$ cat src/rtl/phy_rx_lane_merge.sv
// phy_rx_lane_merge: reassemble two 8-bit PHY lanes into 32-bit words, checking lane alignment and beat gap
// Ports:
//   clk_4f      single clock, posedge
//   reset       synchronous, active-low
//   data_in_0/1 lane bytes; valid_in_0/1 lane valids (beat = both high)
//   data_out    last good word, held; valid_out one-cycle new-word pulse
//   err_lane    sticky lane-valid disagreement; err_timeout one-cycle partial-word drop pulse
//   word_count  good words, wraps modulo 2^CNT_W
module phy_rx_lane_merge #(
  parameter int MAX_GAP = 4,
  parameter int CNT_W   = 16
) (
  input  logic             clk_4f,
  input  logic             reset,
  input  logic [7:0]       data_in_0,
  input  logic [7:0]       data_in_1,
  input  logic             valid_in_0,
  input  logic             valid_in_1,
  output logic [31:0]      data_out,
  output logic             valid_out,
  output logic             err_lane,
  output logic             err_timeout,
  output logic [CNT_W-1:0] word_count
);
  typedef enum logic {WAIT_HI, WAIT_LO} state_t;
  state_t             state, state_n;
  logic [15:0]        hi_half, hi_n;
  logic [3:0]         gap, gap_n;
  logic [31:0]        data_n;
  logic               vout_n, tout_n, elane_n;
  logic [CNT_W-1:0]   cnt_n;
  logic               beat, mism;
  assign beat = valid_in_0 & valid_in_1;
  assign mism = valid_in_0 ^ valid_in_1;
  always_comb begin
    state_n = state;
    hi_n    = hi_half;
    gap_n   = gap;
    data_n  = data_out;
    vout_n  = 1'b0;
    tout_n  = 1'b0;
    elane_n = err_lane | mism;
    cnt_n   = word_count;
    if (mism) begin
      state_n = WAIT_HI;
    end else if (beat) begin
      if (state == WAIT_HI) begin
        hi_n    = {data_in_0, data_in_1};
        gap_n   = 4'd0;
        state_n = WAIT_LO;
      end else begin
        data_n  = {hi_half, data_in_0, data_in_1};
        vout_n  = 1'b1;
        cnt_n   = word_count + 1'b1;
        state_n = WAIT_HI;
      end
    end else if (state == WAIT_LO) begin
      gap_n = gap + 4'd1;
      // the MAX_GAP-th consecutive idle cycle drops the partial word
      if (gap == 4'(MAX_GAP - 1)) begin
        tout_n  = 1'b1;
        state_n = WAIT_HI;
      end
    end
  end
  always_ff @(posedge clk_4f) begin
    if (!reset) begin
      state       <= WAIT_HI;
      hi_half     <= '0;
      gap         <= '0;
      data_out    <= '0;
      valid_out   <= 1'b0;
      err_timeout <= 1'b0;
      err_lane    <= 1'b0;
      word_count  <= '0;
    end else begin
      state       <= state_n;
      hi_half     <= hi_n;
      gap         <= gap_n;
      data_out    <= data_n;
      valid_out   <= vout_n;
      err_timeout <= tout_n;
      err_lane    <= elane_n;
      word_count  <= cnt_n;
    end
  end
endmodule

$ cat config.mk
export PLATFORM = sky130hd
export DESIGN_NAME = phy_rx_lane_merge
export DESIGN_NICKNAME = d
export VERILOG_FILES = /design/src/rtl/phy_rx_lane_merge.sv
export SDC_FILE = /design/constraint.sdc
export NUM_CORES = 1
export LEC_CHECK = 0
export CAP_MARGIN = 20
export CORE_MARGIN = 2
export CORE_UTILIZATION = 40
export CTS_CLUSTER_DIAMETER = 30
export DETAILED_ROUTE_END_ITERATION = 10
export HOLD_SLACK_MARGIN = 0.03
export PLACE_DENSITY = 0.72
export SKIP_LAST_GASP = 1
export SLEW_MARGIN = 20
export SYNTH_ARGS = -nofsm -noshare
export SYNTH_HDL_FRONTEND = slang
export SYNTH_SLANG_ARGS = --single-unit
$ cat constraint.sdc
create_clock -name clk_4f -period 4.84 [get_ports clk_4f]
set_input_delay 1.21 -clock clk_4f [delete_from_list [all_inputs] [get_ports clk_4f]]
set_output_delay 1.21 -clock clk_4f [all_outputs]
set_load 0.005 [all_outputs]
==> results_dict.tcl <==
set metrics [dict create \
    yosys.area_share.xor_xnor_pct 3.73 \
    fin_crit_sh_pct 63.8 \
    synth_nets 371 \
    rows 30 \
    die-area_mm2 0.00774 \
    worst_setup_path_end_kind "flop" \
    syn-mean-instance-area_um2 8.13 \
    drcViolationCount 0 \
    yosysSeqAreaShare_pct 51.1 \
    postRouteAntennaNets 0 \
    post_cts_buffers 0 \
    io_pins 71 \
    num-nets-final 432 \
    postPlaceCellArea_mm2 0.00356 \
    yosys.area.top_type "dfxtp_1" \
    drt_iter0_drc 139 \
    wl_um 6360 \
    synth_compound_gate_area_share_pct 11.4 \
    tightest_slew_ps 854 \
    slew_headroom_pct 43.1 \
    synthMuxAreaShare_pct 1.42 \
    cap_violations 0 \
    grt_pass1_vias 2278 \
    numCtsBuffers 9 \
    status "finished clean" \
    period_needed_ps 3090 \
    rr_endpoint "data_out[27]" \
    grt_max_degree 67 \
    routabilityCongestion 0.821 \
    max-vdd-ir-drop_mv 0.149 \
    cp-start-kind "primary input" \
    routedWlPerCell_um 12.5 \
    clock_path_buffers 2 \
    clock_sink_count 72 \
    grt_first_pass_wirelength_um 10500 \
    fp.dieW_um 88.0 \
    yosysWarnings 0 \
    grt_usage_pct 17.2 \
    worstReg2RegStart "state" \
    worst_hold_path_type "flop to flop" \
    cts_hold_buffers 0 \
    antenna_cells 0 \
    area_growth_pct 32.9 \
    synth_top_family_by_area "simple AND/OR/NAND/NOR gates" \
    cp_max_fo 24 \
    finClkSkew_ps 7.83 \
    vias 2467 \
    synth_area_mm2 0.00282 \
    yosysTopAreaCellShare_pct 51.1 \
    path_clk_slew_ps 80 \
    p_per_area_mw_per_mm2 298 \
    synth_area_leaders "dfxtp_1 51%, nand2_1 15%, a21oi_1 9.8%" \
    synthAdderAreaFrac_pct 1.77 \
    htreeDepth 3 \
    portBuffers 70 \
    setup_tns_ps 0 \
    ys_async_sr_fraction_pct 0 \
    drv_slew 0 \
    required_ps 5080 \
    start_util_pct 41.5 \
    final_cell_mix "111 x nand2_1, 72 x dfxtp_1, 70 x clkdlybuf4s50_1, 55 x a21oi_1, 16 x nor2_1" \
    hold_viol 0 \
    cts_tree "done" \
    path_class "primary input to flop" \
    synth_flop_cell "dfxtp_1" \
    synth-seq-cells 72 \
    r2r_slack_ps 3050 \
    cts_resized 0 \
    min_from "hi_half[15]" \
    firstDrtPassIters 4 \
    p_leak_nw 1.30 \
    synth_edf_count 0 \
    final_common_cell "nand2_1" \
    whs_path_depth 2 \
    gr-total-overflow 0 \
    rsz0062_at_grt "false" \
    drive_gt1_share_pct 5.33 \
    die_h_um 88.0 \
    routed_via_density 4.85 \
    max_freq_mhz 324 \
    antenna_found_initial 0 \
    clock-root-buffer "clkbuf_8" \
    dpl.hpwl_um 4290 \
    setup_viol 0 \
    coreArea_mm2 0.00679 \
    clock_latency_ps 340 \
    synth_cell_types 34 \
    synthSimpleGateAreaFrac_pct 26.3 \
    r2r_cells 4 \
    worst_ep_arrival_time_ps 3330 \
    synth_cells 347 \
    fin_area_mm2 0.00375 \
    whs_endpoint "data_out[31]" \
]
-- routing by layer --
layer | up-vias | GRT usage (%) | routed length, µm
met5 | - | 0 | 0
met4 | 0 | 8.39 | 93
met3 | 8 | 3.02 | 274
met2 | 52 | 26.5 | 3040
met1 | 1152 | 23.4 | 2950
li1 | 1255 | - | -
-- state kept, by name, indices dropped and copies added, names as in the netlist --
| name | cells |
|---|---|
| valid_out | 1 |
| gap | 4 |
| hi_half | 16 |
| err_timeout | 1 |
| word_count | 16 |
| data_out | 32 |
| state | 1 |
| err_lane | 1 |
-- cell usage after synthesis, drive strengths merged, types with 2 or more instances --
cell / n
nand2: 111
xor2: 4
and3b: 2
or2: 2
mux2i: 4
nand3: 5
nand2b: 6
nand4: 4
a21oi: 55
dfxtp: 72
ha: 4
clkbuf: 13
xnor2: 8
nor2: 16
o21ai: 3
nor4: 4
and3: 2
buf: 9
nor3: 5
inv: 7
-- final cells by class --
cell class | count | area, µm²
repair buffers | 72 | 716
fillers | 664 | 3040
well taps | 96 | 120
clock inverters | 6 | 60.1
inverters | 7 | 27.5
clock buffers | 10 | 128
multi-input cells | 246 | 1260
flip-flops and latches | 72 | 1440
-- stage by stage --
stage / hold WS (ps) / util, % / std cells / setup WS [ps] / total power [mW]
after floorplan: 432 / - / 347 / 2270 / 0.652
after global placement: 436 / 52.4 / 493 / 1470 / 0.679
after detailed placement: 442 / 52.4 / 493 / 1390 / 0.680
after CTS: 454 / 55.2 / 509 / 1750 / 1.13
after global routing: 478 / 55.2 / 509 / 1580 / 1.16
final: 453 / 55.2 / 509 / 1750 / 1.12
-- cells by family (layout without fill, tap and decap cells) --
| family | after synthesis | in the layout |
|---|---|---|
| AND/OR/NAND/NOR | 164 | 164 |
| flip-flops | 72 | 72 |
| XOR/XNOR | 12 | 12 |
| multiplexers | 4 | 4 |
| AO/OA/AOI/OAI | 62 | 62 |
| adder cells (fa/ha/maj) | 4 | 4 |
| buffers and inverters | 29 | 95 |
-- where the power goes --
part | internal [mW] | switching (mW) | total, mW
sequential | 0.600 | 0.00516 | 0.605
clock | 0.235 | 0.216 | 0.451
combinational | 0.0280 | 0.0332 | 0.0612
-- how the worst max path moves through the flow --
stage	start	endpoint	slack, ps	cells past startpoint
final	valid_in_0	data_out[27]	1750	7
after global routing	valid_in_0	data_out[27]	1580	7
after CTS	valid_in_0	data_out[27]	1750	7
after detailed placement	valid_in_0	data_out[27]	1390	7
after global placement	valid_in_0	data_out[30]	1470	7
after floorplan	valid_in_0	word_count[14]	2270	6
-- worst max-delay path, stage by stage --
cell and delay, ps:
clkdlybuf4s50_1 490, inv_1 50, ha_1 440, and3b_1 540, buf_4 350, nand2_1 80, a21oi_1 150
Power figures use the tool's default switching activity.
